**src/rtl/cube0414_pkg.sv**
```systemverilog
// Shared constants and types for the CUBE0414 host-side SPI link.
package cube0414_pkg;

  localparam logic [7:0] CUBE0414_ADDR_WR = 8'hcc;
  localparam logic [7:0] CUBE0414_DATA_WR = 8'hda;

  localparam int LAYER_NUM   = 8;
  localparam int ADDR_NUM    = 64;
  localparam int COLOR_NUM   = 3;
  localparam int FRAME_BYTES = LAYER_NUM * ADDR_NUM * COLOR_NUM;
  localparam int ADDR_BYTES  = ADDR_NUM;

  typedef enum logic {OP_DATA = 1'b0, OP_ADDR = 1'b1} cube_op_t;

  typedef enum logic [2:0] {
    ST_IDLE,
    ST_SETUP,
    ST_SHIFT,
    ST_HOLD,
    ST_GAP
  } tx_state_t;

  function automatic logic [7:0] op_cmd(cube_op_t op);
    return (op == OP_ADDR) ? CUBE0414_ADDR_WR : CUBE0414_DATA_WR;
  endfunction

  function automatic logic [10:0] op_last_idx(cube_op_t op);
    return (op == OP_ADDR) ? 11'(ADDR_BYTES - 1) : 11'(FRAME_BYTES - 1);
  endfunction

endpackage

```
**src/rtl/spi_byte_tx.sv**
```systemverilog
// SPI mode-0 byte shifter: SCLK divider, MSB-first shift register, bit counter.
// Chains bytes back-to-back while more_i is high at each byte boundary.
module spi_byte_tx #(
  parameter int CLK_DIV = 2
) (
  input  logic       clk_in,
  input  logic       rst_n_in,
  input  logic       load_i,
  input  logic [7:0] load_data_i,
  input  logic [7:0] next_data_i,
  input  logic       more_i,
  input  logic       clr_i,
  output logic       sclk_o,
  output logic       mosi_o,
  output logic       byte_req_o,
  output logic       last_bit_o
);

  localparam int DW = $clog2(CLK_DIV) + 1;

  logic [DW-1:0] div_q;
  logic          sclk_q;
  logic [7:0]    shreg_q;
  logic [2:0]    bit_q;
  logic          active_q;
  logic          fall;

  assign fall       = active_q && (div_q == '0) && sclk_q;
  assign byte_req_o = fall && (bit_q == 3'd0);
  assign last_bit_o = fall && (bit_q == 3'd1);
  assign sclk_o     = sclk_q;
  assign mosi_o     = shreg_q[7];

  always_ff @(posedge clk_in or negedge rst_n_in) begin
    if (!rst_n_in) begin
      div_q    <= '0;
      sclk_q   <= 1'b0;
      shreg_q  <= '0;
      bit_q    <= '0;
      active_q <= 1'b0;
    end else if (load_i) begin
      div_q    <= DW'(CLK_DIV - 1);
      sclk_q   <= 1'b0;
      shreg_q  <= load_data_i;
      bit_q    <= 3'd7;
      active_q <= 1'b1;
    end else if (clr_i) begin
      shreg_q <= '0;
    end else if (active_q) begin
      if (div_q == '0) begin
        div_q <= DW'(CLK_DIV - 1);
        if (!sclk_q) begin
          sclk_q <= 1'b1;
        end else begin
          sclk_q <= 1'b0;
          // Byte boundary: chain the next byte or stop with the last bit held on MOSI.
          if (bit_q == 3'd0) begin
            if (more_i) begin
              shreg_q <= next_data_i;
              bit_q   <= 3'd7;
            end else begin
              active_q <= 1'b0;
            end
          end else begin
            shreg_q <= {shreg_q[6:0], 1'b0};
            bit_q   <= bit_q - 3'd1;
          end
        end
      end else begin
        div_q <= div_q - DW'(1);
      end
    end
  end

endmodule

```
**src/rtl/cube_frame_tx.sv**
```systemverilog
// CUBE0414 transaction sender: command byte (DC=0) then payload bytes (DC=1)
// prefetched from an external 1-cycle-latency byte RAM.
//
// state | meaning
// IDLE  | waiting for start_in; cs_n high
// SETUP | cs_n low, first bit on MOSI, waiting half a SCLK period
// SHIFT | bytes streaming back-to-back
// HOLD  | half SCLK period after the last fall, cs_n still low
// GAP   | cs_n high for a full SCLK period; done_out on the last cycle
module cube_frame_tx
  import cube0414_pkg::*;
#(
  parameter int CLK_DIV = 2
) (
  input  logic        clk_in,
  input  logic        rst_n_in,
  input  logic        start_in,
  input  logic        op_in,
  output logic        busy_out,
  output logic        done_out,
  output logic        rd_en_out,
  output logic        rd_sel_out,
  output logic [10:0] rd_addr_out,
  input  logic [7:0]  rd_data_in,
  output logic        spi_sclk_out,
  output logic        spi_mosi_out,
  output logic        spi_cs_n_out,
  output logic        spi_dc_out
);

  localparam int TW = $clog2(2 * CLK_DIV) + 1;

  tx_state_t   state_q;
  cube_op_t    op_q;
  logic        busy_q, done_q, cs_n_q, dc_q, rd_en_q, cap_q;
  logic [10:0] rd_addr_q, cur_idx_q;
  logic [7:0]  next_byte_q;
  logic [TW-1:0] tmr_q;

  logic        load_d, clr_d, more_d, byte_req, last_bit;
  logic [7:0]  next_data_d;
  logic [10:0] last_idx_d;

  assign load_d      = (state_q == ST_IDLE) && start_in;
  assign clr_d       = (state_q == ST_HOLD) && (tmr_q == '0);
  assign last_idx_d  = op_last_idx(op_q);
  assign more_d      = !dc_q || (cur_idx_q != last_idx_d);
  // With CLK_DIV=1 the read returns on the very cycle the byte is consumed.
  assign next_data_d = cap_q ? rd_data_in : next_byte_q;

  spi_byte_tx #(.CLK_DIV(CLK_DIV)) u_spi_byte_tx (
    .clk_in      (clk_in),
    .rst_n_in    (rst_n_in),
    .load_i      (load_d),
    .load_data_i (op_cmd(cube_op_t'(op_in))),
    .next_data_i (next_data_d),
    .more_i      (more_d),
    .clr_i       (clr_d),
    .sclk_o      (spi_sclk_out),
    .mosi_o      (spi_mosi_out),
    .byte_req_o  (byte_req),
    .last_bit_o  (last_bit)
  );

  always_ff @(posedge clk_in or negedge rst_n_in) begin
    if (!rst_n_in) begin
      state_q     <= ST_IDLE;
      op_q        <= OP_DATA;
      busy_q      <= 1'b0;
      done_q      <= 1'b0;
      cs_n_q      <= 1'b1;
      dc_q        <= 1'b0;
      rd_en_q     <= 1'b0;
      cap_q       <= 1'b0;
      rd_addr_q   <= '0;
      cur_idx_q   <= '0;
      next_byte_q <= '0;
      tmr_q       <= '0;
    end else begin
      rd_en_q <= 1'b0;
      done_q  <= 1'b0;
      cap_q   <= rd_en_q;
      if (cap_q) next_byte_q <= rd_data_in;
      case (state_q)
        ST_IDLE: begin
          if (start_in) begin
            op_q      <= cube_op_t'(op_in);
            busy_q    <= 1'b1;
            cs_n_q    <= 1'b0;
            dc_q      <= 1'b0;
            rd_en_q   <= 1'b1;
            rd_addr_q <= '0;
            cur_idx_q <= '0;
            tmr_q     <= TW'(CLK_DIV - 1);
            state_q   <= ST_SETUP;
          end
        end
        ST_SETUP: begin
          if (tmr_q == '0) state_q <= ST_SHIFT;
          else             tmr_q   <= tmr_q - TW'(1);
        end
        ST_SHIFT: begin
          if (last_bit && dc_q && (cur_idx_q != last_idx_d)) begin
            rd_en_q   <= 1'b1;
            rd_addr_q <= cur_idx_q + 11'd1;
          end
          if (byte_req) begin
            if (!dc_q) begin
              dc_q      <= 1'b1;
              cur_idx_q <= '0;
            end else if (cur_idx_q != last_idx_d) begin
              cur_idx_q <= cur_idx_q + 11'd1;
            end else begin
              tmr_q   <= TW'(CLK_DIV - 1);
              state_q <= ST_HOLD;
            end
          end
        end
        ST_HOLD: begin
          if (tmr_q == '0) begin
            cs_n_q  <= 1'b1;
            dc_q    <= 1'b0;
            tmr_q   <= TW'(2 * CLK_DIV - 1);
            state_q <= ST_GAP;
          end else begin
            tmr_q <= tmr_q - TW'(1);
          end
        end
        ST_GAP: begin
          if (tmr_q == TW'(1)) done_q <= 1'b1;
          if (tmr_q == '0) begin
            busy_q  <= 1'b0;
            state_q <= ST_IDLE;
          end else begin
            tmr_q <= tmr_q - TW'(1);
          end
        end
        default: state_q <= ST_IDLE;
      endcase
    end
  end

  assign busy_out     = busy_q;
  assign done_out     = done_q;
  assign rd_en_out    = rd_en_q;
  assign rd_sel_out   = op_q;
  assign rd_addr_out  = rd_addr_q;
  assign spi_cs_n_out = cs_n_q;
  assign spi_dc_out   = dc_q;

endmodule

```
**config.mk**
```make
export PLATFORM = sky130hd
export DESIGN_NAME = cube_frame_tx
export DESIGN_NICKNAME = d
export VERILOG_FILES = /design/src/rtl/cube0414_pkg.sv /design/src/rtl/spi_byte_tx.sv /design/src/rtl/cube_frame_tx.sv
export SDC_FILE = /design/constraint.sdc
export NUM_CORES = 1
export LEC_CHECK = 0
export ABC_AREA = 1
export ABC_CLOCK_PERIOD_IN_PS = 2400
export BUFFER_PORTS_ARGS = -buffer_cell sky130_fd_sc_hd__buf_2
export CORE_UTILIZATION = 59
export CTS_CLUSTER_DIAMETER = 120
export DETAILED_ROUTE_END_ITERATION = 10
export PLACE_DENSITY = 0.79
export SLEW_MARGIN = 20
export SYNTH_ARGS = -nofsm -noshare
export SYNTH_HDL_FRONTEND = slang
export SYNTH_HIERARCHICAL = 1
export SYNTH_SLANG_ARGS = --single-unit
```
**constraint.sdc**
```tcl
create_clock -name clk_in -period 2.4 [get_ports clk_in]
set_clock_uncertainty 0.05 [all_clocks]
set_input_delay 0.72 -clock clk_in [delete_from_list [all_inputs] [get_ports clk_in]]
set_output_delay 0.72 -clock clk_in [all_outputs]
set_load 0.1 [all_outputs]
```
# After elaboration in Yosys (flattened, before gate mapping)
# Cells that the tools add are included.
[classes]
addsub = 4
n_eq_ne = 20
muxes = 67
n_reduce_logical = 38
[op_table]
columns = ["operator", "count"]
rows = [
  ["two-way mux 11 bit", 6],
  ["two-way mux 8 bit", 8],
  ["two-way mux 3 bit", 19],
  ["case mux 11 bit (2 select lines)", 2],
  ["two-way mux 1 bit", 21],
  ["!= test 2 bit, second input constant", 9],
  ["case mux 3 bit (5 select lines)", 1],
  ["case mux 3 bit (4 select lines)", 1],
  ["AND reduction 3 bit", 4],
  ["AND reduction 4 bit", 3],
  ["nonzero test 2 bit", 6],
  ["nonzero test 3 bit", 4],
  ["adder 11 x 1 -> 11 bit, second input constant", 1],
  ["!= test 11 bit", 1],
  ["equality test 3 x 1 -> 1 bit, second input constant", 3],
  ["logical NOT 3 bit", 3],
  ["logical AND 1 bit", 8],
  ["two-way mux 2 bit", 4],
  ["AND reduction 7 bit", 1],
  ["equality test 3 x 2 -> 1 bit, second input constant", 2],
  ["!= test 3 bit, second input constant", 2],
  ["case mux 1 bit (2 select lines)", 3],
  ["AND reduction 6 bit", 1],
  ["subtractor 3 x 1 -> 3 bit, second input constant", 2],
  ["other kinds (13)", 14],
]
[totals]
register_bits = 58
input_bits = 12
output_inout_bits = 19
word_cells = 146

# Depth between registers and ports, before layout
# Gate-level depths: netlist of run 1.
[logic_depth]
word_depth = 10
ltp_mapped = 14
mapped_depth_nobuf = 13

# Hierarchy
# Netlist of run 1, hierarchy kept.
[modules_own_cells]
columns = ["module", "instances", "cells_each", "area_each_um2", "seq_area_each_um2"]
rows = [
  ["cube_frame_tx", 1, 282, 2270.9, 1077.3],
  ["spi_byte_tx", 1, 145, 1043.5, 375.4],
]

# Least setup slack after synthesis of run 1
# OpenSTA, ideal clock, no wires.
[synth_path]
path_type = "register -> register"
startpoint = "register u_spi_byte_tx.sclk_q, in the netlist u_spi_byte_tx/sclk_o"
endpoint = "register cur_idx_q[0]"
setup_ps = 118
t_arrival_ps = 1971
required_time_ps = 2232
setup_slack_ps = 261
path_stages_with_launch = 11
path_buffers = 1
synth_period_minus_slack_ps = 2139
path_cell_list = "dfrtp_1 nand3_2 nor2_1 inv_1 nand2_1 nand2_2 nor2_4 nand2_2 buf_6 nand2_1 nand2_1"
[synth_via]
elab_chain_cells = 4
[synth_lines]
columns = ["item", "line", "text"]
rows = [
  ["start, declared", "spi_byte_tx.sv:22", "logic sclk_q;"],
  ["start signal, assigned", "spi_byte_tx.sv:37", "sclk_q <= 1'b0;"],
  ["start signal, assigned", "spi_byte_tx.sv:43", "sclk_q <= 1'b0;"],
  ["start signal, assigned", "spi_byte_tx.sv:53", "sclk_q <= 1'b1;"],
  ["logical AND 1 bit", "spi_byte_tx.sv:28", "assign fall = active_q && (div_q == '0) && sclk_q;"],
  ["logical AND 1 bit", "spi_byte_tx.sv:29", "assign byte_req_o = fall && (bit_q == 3'd0);"],
  ["via byte_req", "cube_frame_tx.sv:40", "logic load_d, clr_d, more_d, byte_req, last_bit;"],
  ["!= test 2 bit (no source line)", "-", ""],
  ["AND reduction 4 bit (no source line)", "-", ""],
  ["end signal, assigned", "cube_frame_tx.sv:112", "cur_idx_q <= cur_idx_q + 11'd1;"],
  ["end, declared", "cube_frame_tx.sv:36", "logic [10:0] rd_addr_q, cur_idx_q;"],
]
# The timed path passes the listed nets, and every way through them passes these cells.
# A chain may end at the register's enable or synchronous reset.

# Worst setup path after layout of run 1
[layout_path]
startpoint = "register cur_idx_q[0]"
endpoint = "register rd_addr_q[1], in the netlist rd_addr_out[1]"
[layout_via]
elab_chain_cells = 4
word_cells_on_any_way = 7
classes_between = "add/sub (1); eq/ne (2); mux (2); reduce/logical (2)"
[layout_lines]
columns = ["item", "line", "text"]
rows = [
  ["parallel branches: the longest is 4 deep, another holds adder 11 x 1 -> 11 bit", "-", ""],
  ["end signal, assigned", "cube_frame_tx.sv:105", "rd_addr_q <= cur_idx_q + 11'd1;"],
  ["end, declared", "cube_frame_tx.sv:36", ""],
]
# Several ways; the timed one is not identified. The select of a mux whose other input is x is not followed.

==> results of run 1 <==
==> cells in the final DEF (no fill, tap or decap), types with 2 or more instances in the layout <==
cell,n
nand2_1,149
dfrtp_1,57
nand3_1,39
nor2_1,38
inv_1,37
buf_2,30
nand4_1,11
clkbuf_8,11
mux2_2,8
nand3b_1,8
nand2_2,7
o21ai_0,7
ha_1,7
buf_4,6
inv_2,5
nor2_2,5
nand3_2,5
o21ai_1,5
conb_1,5
a21oi_1,4
xor2_1,3
nor2_4,2
nand3b_2,2
clkbuf_1,2
nor3_1,2
==> final cells by class <==
cell class	instances	area (µm²)	area share, %
Tap cell	70	87.6	2.36
Inverter	42	158	4.26
Multi-Input combinational cell	317	1620	43.7
Clock buffer	13	159	4.29
Timing Repair Buffer	37	215	5.81
Clock inverter	2	12.5	0.338
Sequential cell	58	1450	39.2
==> power by group through the flow <==
stage | Combinational, mW | Clock (mW) | Sequential [mW]
finish | 0.0442 | 0.794 | 0.986
global route | 0.0519 | 0.856 | 0.986
CTS | 0.0463 | 0.805 | 0.986
detailed placement | 0.0462 | 0 | 1.00
global placement | 0.0446 | 0 | 1.00
floorplan | 0.0102 | 0 | 1.00
==> stage by stage <==
stage                     setup WS, ns  area (µm²)  total power, mW  util (%)  hold slack [ns]
after detailed placement         0.350        3530             1.05      67.0            0.331
after global routing             0.144        3700             1.89      70.3            0.292
final                            0.323        3700             1.82      70.3            0.273
after global placement           0.447        3530             1.05      67.0            0.312
after CTS                        0.323        3700             1.84      70.3            0.284
after floorplan                  0.261        3330             1.01         -            0.374
==> sequential cells by signal, indices dropped and copies added, names as in the netlist, 2 cells and up <==
name and count:
u_spi_byte_tx/div_q 2, u_spi_byte_tx/bit_q 3, next_byte_q 8, rd_addr_out 11
state_q 3, cur_idx_q 11, tmr_q 3, u_spi_byte_tx/shreg_q 8
==> critical path, delay by kind of cell, from the launching register on <==
family | cells | cell delay (ns)
adders and majority gates | 1 | 0.29
DFF | 1 | 0.46
and+or+nand+nor | 7 | 1.15
==> kinds of logic (layout without fill, tap and decap cells) <==
family,after synthesis,count (layout),synth area share [%]
adders and majority gates,7,7,2.64
muxes,8,8,2.72
xor gates and xnor gates,3,3,0.793
buffers and inverters,55,94,7.63
and+or+nand+nor,273,273,38.3
other,2,5,0.227
AOI/OAI and AO/OA,21,21,3.89
DFF,58,58,43.8
==> synthesized netlist by cell type, types with 5 or more instances <==
| master | n | area [µm²] |
|---|---|---|
| inv_2 | 5 | 18.8 |
| nand2_2 | 7 | 43.8 |
| nand4_1 | 11 | 68.8 |
| inv_1 | 37 | 139 |
| clkbuf_1 | 5 | 18.8 |
| o21ai_1 | 5 | 25.0 |
| dfrtp_1 | 57 | 1430 |
| mux2_2 | 8 | 90.1 |
| nand3_2 | 5 | 50.1 |
| ha_1 | 7 | 87.6 |
| nand3b_1 | 8 | 60.1 |
| buf_6 | 5 | 56.3 |
| nor2_1 | 38 | 143 |
| nand2_1 | 149 | 559 |
| o21ai_0 | 7 | 35.0 |
| nor2_2 | 5 | 31.3 |
| nand3_1 | 39 | 195 |
==> layer usage <==
metal | global-route usage (%) | vias up | part of all wire (%) | wire (µm)
met5 | 0 | - | 0 | 0
met4 | 8.27 | 0 | 1.0 | 70
met3 | 5.83 | 8 | 5.4 | 369
met2 | 41.7 | 95 | 46 | 3130
met1 | 34.1 | 1322 | 48 | 3250
li1 | - | 1431 | - | -
==> worst paths after layout <==
path / to
max in group asynchronous: spi_cs_n_out
setup reg to reg: rd_addr_out[1]
setup / recovery: rd_addr_out[1]
hold reg to reg: cap_q
hold / removal: next_byte_q[4]
min in group clk_in: cap_q
==> results by group, run 1 <==
Run status
  • Status: complete, no violations

Synthesis
  • Synth Instances: 427
  • Syn. warnings: 6
  • Count of flip-flops with a built-in enable after synthesis: 0
  • Sequential cell area fraction in the yosys report: 43.8%
  • Syn_area_per_cell: 7.76 µm²
  • #FFs+latches synth: 58
  • Prevailing post-synth register cell: dfrtp_1
  • Ys async rst share: 100%
  • Mapped Area: 3310 µm²
  • Synth cell types: 36

Detailed routing
  • DRC: 0
  • DR pass1 iterations: 5
  • Antenna-violating nets left: 0
  • Iteration-0 DRC Markers: 219
  • Total wire length: 6.81 mm
  • Wirelength per Cell: 12.6 µm
  • Via count: 2856
  • Vias per cell: 5.30

Critical path
  • Kind of critical path: reg2reg
  • Reg2reg path depth: 8
  • Worst setup EP type: flip-flop
  • CP startpoint: cur_idx_q[0]
  • Critical path arrival: 2.23 ns
  • Worst setup SP type: flip-flop
  • R2R Setup Slk: 0.32 ns
  • Crit-path slowest cell: dfrtp_1
  • Cell mode on critical path: nand2_1
  • Worst r2r src: cur_idx_q[0]
  • Critical Path RT: 2.56 ns
  • CP max FO: 12
  • Crit path cell chain: ha_1 > nand3_2 > nor3_4 > nand2_1 > nand3b_2 > nand2_2 > nand2_1 > nand2_1
  • CP peak stage delay: 0.46 ns

STA
  • Fin. Hold Viols: 0
  • Final setup fails: 0
  • Pins Over Slew Limit: 0
  • Tcrit/Tclk final: 86.5%
  • RSZ-0062 raised after global routing: false
  • Sum of negative setup slack: 0 ns
  • Achievable Freq: 0.482 GHz
  • Min Tclk post-route: 2.08 ns

Power
  • Gate power share: 2.4%
  • Lkg Pwr: 2.07 nW
  • Sw Ratio: 21.8%
  • Clock power frac: 43.5%
  • Seq pwr share: 54.0%
  • Pwr/cell area: 492 nW/µm²
  • VDD IR-drop max: 0.000467 V
  • P_int: 1.43 mW
  • Switch Pwr: 0.398 mW

Layout
  • Post-Layout Cell Count: 539
  • Layout cells sized above 1: 19.2%
  • Fill cell count: 448
  • Area Overhead vs Synth: 11.8%
  • N_diodes: 0
  • Post-layout nets: 484

Place
  • Placed Cells: 524
  • Dpl hpwl: 5.03 mm
  • GP Congestion: 0.902
  • Port Buffers: 30

Clock network
  • H-tree levels: 3
  • Deepest clock path buffer count: 2
  • Post_cts resized: 0
  • Root buf cell: clkbuf_8
  • TritonCTS Buffers: 9
  • Post CTS Setup Buffer Count: 0
  • CTS tree: built
  • Hold_buf cts: 0
  • Clock-pin slew on the worst setup and hold paths: 0.07 ns
  • Clock latency on the worst-skew pair: 0.33 ns
  • Clk sink count: 58

Die
  • Chip Height: 77.0 µm
  • Std-Cell Rows: 26
  • Die width: 77.0 µm
  • Total die area: 5920 µm²
  • Initial Utilization: 62.9%
  • Core Area: 5270 µm²
  • Num ports: 31

GRT
  • Largest net degree at the start of global routing: 30
  • Total grt overflow: 0
  • Antenna violations before repair: 0
  • GRT Overall Usage: 25.7%
  • First-pass GRT wire length: 12.0 mm
  • Vias in the first global route: 2722

Hold path
  • Hold Crit Class: in2async

Job
  • Max-cap viol count: 0
(Power assumes the default switching activity.)
==> inputs of run 2 (changes only) <==
==> constraint.sdc (replaced) <==
create_clock -name clk_in -period 2.4 [get_ports clk_in]
set_clock_uncertainty 0.05 [all_clocks]
set_input_delay 0.12 -clock clk_in [delete_from_list [all_inputs] [get_ports clk_in]]
set_output_delay 0.12 -clock clk_in [all_outputs]
set_load 0.1 [all_outputs]
==> run 2 against run 1 <==
- maximum frequency is 2.2% higher
- critical path depth is 1 higher
- non-clock buffer count is 7 higher
- hold slack worse by 0.21 ns
- sequential share of layout area is 0.65 points lower
- combinational power is 24% higher
- critical endpoint is now u_spi_byte_tx/bit_q[2]
- largest cell class unchanged
- largest power group unchanged
- highest routed layer unchanged
==> results by group, run 2 (synthesis results as in run 1) <==
Run status
  • Status: complete, no violations

Die
  • Std-Cell Rows: 26 (unchanged)
  • Core Area: 5270 µm² (unchanged)
  • Chip Height: 77.0 µm (unchanged)
  • Die width: 77.0 µm (unchanged)
  • Initial Utilization: 62.9% (unchanged)
  • Num ports: 31 (unchanged)
  • Total die area: 5920 µm² (unchanged)

Layout
  • Layout cells sized above 1: 18.9% (-0.28 points)
  • N_diodes: 0 (unchanged)
  • Fill cell count: 438 (-2.2%)
  • Design area: 3770 µm² (+1.7%)
  • Commonest non-fill, non-tap cell in the layout: nand2_1
  • Post-layout nets: 491 (+1.4%)
  • Area Overhead vs Synth: 13.7%
  • Post-Layout Cell Count: 546 (+1.3%)
  • Commonest non-fill, non-tap cells in the layout: 149 x nand2_1, 57 x dfrtp_1, 39 x nand3_1

Power
  • VDD IR-drop max: 0.000313 V (-33%)
  • Sw Ratio: 23.7% (+1.8 points)
  • Lkg Pwr: 2.09 nW (+1.2%)
  • Switch Pwr: 0.424 mW (+6.7%)
  • P_int: 1.37 mW (-4.0%)
  • Pwr/cell area: 476 nW/µm² (-3.3%)
  • Clock power frac: 42.0% (-1.5 points)
  • Gate power share: 3.0% (+0.6 points)
  • Seq pwr share: 54.9% (+0.9 points)

Clock network
  • Root buf cell: clkbuf_8
  • TritonCTS Buffers: 9 (unchanged)
  • Clk sink count: 58 (unchanged)
  • Clock-pin slew on the worst setup and hold paths: 0.07 ns (about the same)
  • Clock latency on the worst-skew pair: 0.34 ns (about the same)
  • Deepest clock path buffer count: 2 (unchanged)
  • Post_cts resized: 0 (unchanged)
  • H-tree levels: 3 (unchanged)
  • CTS tree: built

Detailed routing
  • Iteration-0 DRC Markers: 264 (+21%)
  • Antenna-violating nets left: 0 (unchanged)
  • DRC: 0 (unchanged)
  • Wirelength per Cell: 12.8 µm (+1.3%)
  • Via count: 2896 (+1.4%)
  • Vias per cell: 5.30 (+0.10%)
  • Total wire length: 6.99 mm (+2.6%)
  • DR pass1 iterations: 5 (unchanged)

Critical path
  • CP peak stage delay: 0.47 ns (about the same)
  • Worst setup SP type: flip-flop
  • Critical Path RT: 2.59 ns (+0.03 ns)
  • CP max FO: 8 (-4)
  • Crit-path slowest cell: dfrtp_1
  • Worst setup EP type: flip-flop
  • Kind of critical path: reg2reg
  • Crit path cell chain: ha_1 > nand3_2 > nor3_4 > nand3_1 > nand3b_2 > nand3_2 > nand2_2 > nand2_1 > nand2_1
  • Critical path arrival: 2.22 ns (about the same)

Place
  • DP Area: 3520 µm² (-0.43%)
  • Pre-CTS setup slack: 0.387 ns (+0.0364 ns)
  • GP Congestion: 0.927 (+2.8%)
  • Dpl hpwl: 5.06 mm (+0.65%)
  • Placed Cells: 522 (-0.38%)
  • Port Buffers: 30 (unchanged)

Job
  • Max-cap viol count: 0 (unchanged)

STA
  • Relative slew slack: 55.9%
  • Final worst slack: 0.368 ns (+0.0447 ns)
  • Tcrit/Tclk final: 84.7% (-1.9 points)
  • Sum of negative setup slack: 0 ns (unchanged)
  • RSZ-0062 raised after global routing: false
  • Min Tclk post-route: 2.03 ns (-0.0447 ns)
  • Pins Over Slew Limit: 0 (unchanged)
  • Achievable Freq: 0.492 GHz (+2.2%)
  • Fin. Hold Viols: 0 (unchanged)
  • Slew @ Worst Pin: 0.662 ns
  • Final setup fails: 0 (unchanged)

Hold path
  • Hold Crit Class: in2reg

GRT
  • GRT Overall Usage: 27.0% (+1.3 points)
  • Antenna violations before repair: 0 (unchanged)
  • First-pass GRT wire length: 12.5 mm (+3.8%)
  • Total grt overflow: 0 (unchanged)
  • Vias in the first global route: 2758 (+1.3%)
  • Largest net degree at the start of global routing: 31 (+3.3%)
==> run 2: changes by cell type in the layout (fill, tap and decap cells not counted), sizes merged <==
cell,before,now
dlygate4sd3,0,9
clkbuf,13,9
clkinv,1,4
buf,37,35
clkinvlp,1,2
==> run 2: stage by stage <==
stage | total power [mW] | hold slack (ns) | util (%)
6_report | 1.79 | 0.0583 | 71.5
5_1_grt | 1.86 | 0.0990 | 71.5
4_1_cts | 1.81 | 0.0549 | 71.5
3_5_place_dp | 1.05 | 0.145 | 66.8
3_3_place_gp | 1.05 | 0.141 | 66.8
2_1_floorplan | 1.01 | -0.226 | -
==> run 2: timing repair <==
item / in CTS / in global routing
endpoints found under the setup margin: 0 / 0
endpoints found under the hold margin: 35 / 0
hold buffers: 9 / 0
buffers inserted: 0 / 0
==> run 2: worst paths after layout <==
check                             startpoint  slack, ns  depth (start not counted)                       end
max in group asynchronous           rst_n_in       1.42                          3  u_spi_byte_tx/shreg_q[3]
worst min register to register     rd_en_out       0.33                          0                     cap_q
worst max-delay path            cur_idx_q[0]       0.37                          9    u_spi_byte_tx/bit_q[2]
min in group asynchronous           rst_n_in       0.30                          2            next_byte_q[4]
worst min-delay path                   op_in       0.06                          5  u_spi_byte_tx/shreg_q[2]
worst max register to register  cur_idx_q[0]       0.37                          9    u_spi_byte_tx/bit_q[2]
==> run 2: area by class of cell <==
type | count | area, µm² | share of cell area [%]
inverters | 42 | 158 | 4.18
well taps | 70 | 87.6 | 2.32
multi-input cells | 317 | 1620 | 43.0
clock buffers | 9 | 124 | 3.29
clock inverters | 6 | 35.0 | 0.930
flip-flops and latches | 58 | 1450 | 38.6
repair buffers | 44 | 290 | 7.71
==> run 2: critical path: cells and delay by family (launching register included) <==
| family | cells | cell delay (ns) |
|---|---|---|
| AND/OR/NAND/NOR | 8 | 1.13 |
| flip-flops | 1 | 0.47 |
| adder cells (fa/ha/maj) | 1 | 0.29 |
==> run 2: power groups by stage <==
stage	logic, mW	clock network (mW)	registers, mW
3_3_place_gp	0.0433	0	1.00
2_1_floorplan	0.0102	0	1.00
3_5_place_dp	0.0449	0	1.00
5_1_grt	0.0627	0.816	0.986
4_1_cts	0.0561	0.766	0.986
6_report	0.0547	0.754	0.986
==> run 2: layer usage <==
layer / global-route usage, % / vias up / share of wire [%] / routed length (µm)
li1: - / 1443 / - / -
met1: 36.4 / 1344 / 46 / 3250
met2: 41.1 / 94 / 46 / 3190
met3: 5.71 / 15 / 5.6 / 388
met4: 13.7 / 0 / 2.3 / 162
met5: 0 / - / 0 / 0
==> inputs of run 3 (changes only) <==
--- a/config.mk
+++ b/config.mk
@@ -6,7 +6,7 @@
 export NUM_CORES = 1
 export LEC_CHECK = 0
 export ABC_AREA = 1
-export ABC_CLOCK_PERIOD_IN_PS = 2400
+export ABC_CLOCK_PERIOD_IN_PS = 1900
 export BUFFER_PORTS_ARGS = -buffer_cell sky130_fd_sc_hd__buf_2
 export CORE_UTILIZATION = 59
 export CTS_CLUSTER_DIAMETER = 120
==> constraint.sdc (replaced) <==
create_clock -name clk_in -period 1.9 [get_ports clk_in]
set_clock_uncertainty 0.05 [all_clocks]
set_input_delay 0.095 -clock clk_in [delete_from_list [all_inputs] [get_ports clk_in]]
set_output_delay 0.095 -clock clk_in [all_outputs]
set_load 0.1 [all_outputs]
==> run 3 against run 2 <==
- register-to-register slack got worse by 0.22 ns
- highest routed layer unchanged
- maximum frequency rose by 16%
- core utilization rose by 2.8 points
- critical path type unchanged
- critical path depth rose by 2
- design area rose by 4.0%
==> results by group, run 3 (synthesis results as in run 1) <==
STA
  • Sum of negative setup slack: 0 ns (unchanged)
  • Min Tclk post-route: 1.75 ns (-0.278 ns)
  • Fin. Hold Viols: 0 (unchanged)
  • Achievable Freq: 0.570 GHz (+16%)
  • Pins Over Slew Limit: 0 (unchanged)
  • Final setup fails: 0 (unchanged)
  • WHS: 0.0248 ns (-0.0335 ns)
  • Final worst slack: 0.146 ns (-0.222 ns)
  • RSZ-0062 raised after global routing: true
  • Tcrit/Tclk final: 92.3% (+7.6 points)

Critical path
  • Crit path max-delay family: simple AND/OR/NAND/NOR gates
  • Worst r2r src: tmr_q[0]
  • Reg2reg path depth: 11 (+2)
  • R2R Setup Slk: 0.15 ns (-0.22 ns)
  • Kind of critical path: reg2reg
  • Crit-path slowest cell: dfrtp_1
  • Critical path arrival: 1.98 ns (-0.24 ns)
  • Worst setup EP type: flip-flop
  • Critical Path RT: 2.12 ns (-0.47 ns)
  • Crit path cell chain: inv_1 > ha_1 > inv_1 > nor2_2 > nand2_1 > inv_1 > nor2_4 > o21ai_2 > nand3_4 > nand2_1 > nand2_1
  • Buf+Inv Stages, Crit Path: 3 (+3)
  • Worst setup SP type: flip-flop
  • CP max FO: 11 (+3)
  • CP peak stage delay: 0.38 ns (-0.09 ns)
  • Worst flop-to-flop path endpoint: u_spi_byte_tx/shreg_q[1]

Clock network
  • Root buf cell: clkbuf_8
  • CTS tree: built
  • Post CTS Setup Buffer Count: 0 (unchanged)
  • Clk sink count: 58 (unchanged)
  • H-tree levels: 3 (unchanged)
  • Clock latency on the worst-skew pair: 0.35 ns (about the same)
  • Deepest clock path buffer count: 2 (unchanged)
  • Clock-pin slew on the worst setup and hold paths: 0.06 ns (about the same)
  • TritonCTS Buffers: 9 (unchanged)

GRT
  • Global routing usage on met1: 39.6% (+3.2 points)
  • GRT Overall Usage: 29.5% (+2.5 points)
  • Vias in the first global route: 2947 (+6.9%)
  • Global routing's busiest layer: met2
  • Met2 global-route usage: 45.3% (+4.2 points)
  • First-pass GRT wire length: 13.6 mm (+8.6%)
  • Antenna violations before repair: 0 (unchanged)
  • Total grt overflow: 0 (unchanged)
  • Largest net degree at the start of global routing: 36 (+16%)
  • Grt met3 use: 7.86% (+2.1 points)

Hold path
  • Hold Path End: rd_sel_out
  • Hold Crit Class: in2reg
  • Hold_sp: op_in
  • Worst hold path cell count: 3 (-2)

Die
  • Num ports: 31 (unchanged)
  • Core Area: 5270 µm² (unchanged)
  • Die width: 77.0 µm (unchanged)
  • Std-Cell Rows: 26 (unchanged)
  • Total die area: 5920 µm² (unchanged)
  • Initial Utilization: 62.9% (unchanged)
  • Chip Height: 77.0 µm (unchanged)

Layout
  • Sequential cell area: 1460 µm² (+0.26%)
  • Commonest non-fill, non-tap cells in the layout: 149 x nand2_1, 54 x dfrtp_1, 38 x nand3_1
  • Post-layout nets: 502 (+2.2%)
  • Commonest non-fill, non-tap cell in the layout: nand2_1
  • Footprint of the multi-input gates: 1650 µm² (+2.0%)
  • Fin util: 74.3% (+2.8 points)
  • N_diodes: 0 (unchanged)
  • Area Overhead vs Synth: 18.2%
  • Layout cells sized above 1: 22.1% (+3.2 points)
  • Fill cell count: 404 (-7.8%)

Detailed routing
  • Antenna-violating nets left: 0 (unchanged)
  • DRC: 0 (unchanged)
  • Total wire length: 7.75 mm (+11%)
  • Vias per cell: 5.44 (+2.6%)
  • Via count: 3037 (+4.9%)
  • DR pass1 iterations: 5 (unchanged)
  • Iteration-0 DRC Markers: 227 (-14%)
  • Wirelength per Cell: 13.9 µm (+8.4%)

Place
  • Pre-CTS setup slack: 0.0182 ns (-0.368 ns)
  • Port Buffers: 30 (unchanged)
  • GP Congestion: 0.908 (-2.0%)
  • Dpl hpwl: 5.35 mm (+5.6%)

Power
  • Pwr/cell area: 623 nW/µm² (+31%)
  • Lkg Pwr: 2.16 nW (+3.3%)
  • VDD IR-drop max: 0.000485 V (+55%)
  • Final Power: 2.44 mW (+36%)

Job
  • Max-cap viol count: 0 (unchanged)

Run status
  • Status: complete, no violations
==> run 3: cell count changes in the layout (fill, tap and decap cells not counted), moves of 3 or more <==
cell,previous run,this run
clkbuf_1,0,3
nor2_2,5,8
dfrtp_1,57,54
nor2_1,38,34
dfrtp_2,0,3
buf_4,4,15
==> run 3: how the worst max path moves through the flow <==
stage,depth (start not counted),endpoint,startpoint
2_1_floorplan,14,cur_idx_q[0],u_spi_byte_tx/bit_q[0]
3_3_place_gp,11,u_spi_byte_tx/shreg_q[7],tmr_q[0]
3_5_place_dp,11,u_spi_byte_tx/shreg_q[1],tmr_q[0]
4_1_cts,8,u_spi_byte_tx/shreg_q[1],state_q[1]
5_1_grt,13,u_spi_byte_tx/bit_q[1],tmr_q[0]
6_report,11,u_spi_byte_tx/shreg_q[1],tmr_q[0]
==> run 3: per-layer routing <==
layer	vias up	wire [µm]
met5	-	0
met2	131	3650
met4	0	140
met1	1420	3390
li1	1469	-
met3	17	569
==> run 3: final cells by class <==
type | count | area share, %
inverter | 42 | 4.03
sequential | 58 | 37.2
timing repair buffer | 55 | 9.52
clock buffer | 13 | 3.80
clock inverter | 3 | 1.02
multi-input combinational | 317 | 42.2
tap | 70 | 2.24
==> run 3: what timing repair did <==
action | in CTS | in global routing
setup endpoints to repair | 1 | 12
gates resized for setup | 1 | 8
hold buffers | 9 | 0
hold endpoints to repair | 65 | 0
==> run 3: through the flow <==
stage | cell area [µm²] | cells
2_1_floorplan | 3330 | 430
3_3_place_gp | 3600 | 533
3_5_place_dp | 3600 | 533
4_1_cts | 3890 | 558
5_1_grt | 3920 | 558
6_report | 3920 | 558
==> run 3: report_power, final <==
| group | leakage, nW | switching [mW] | internal [mW] |
|---|---|---|---|
| registers | 0.748 | 0.00266 | 1.24 |
| logic | 1.31 | 0.0377 | 0.0343 |
| clock network | 0.0974 | 0.483 | 0.639 |
| total | 2.16 | 0.523 | 1.92 |
==> run 3: tightest hold or removal path: stages <==
cell	delay [ns]
buf_2	0.11
inv_1	0.08
o21ai_0	0.09
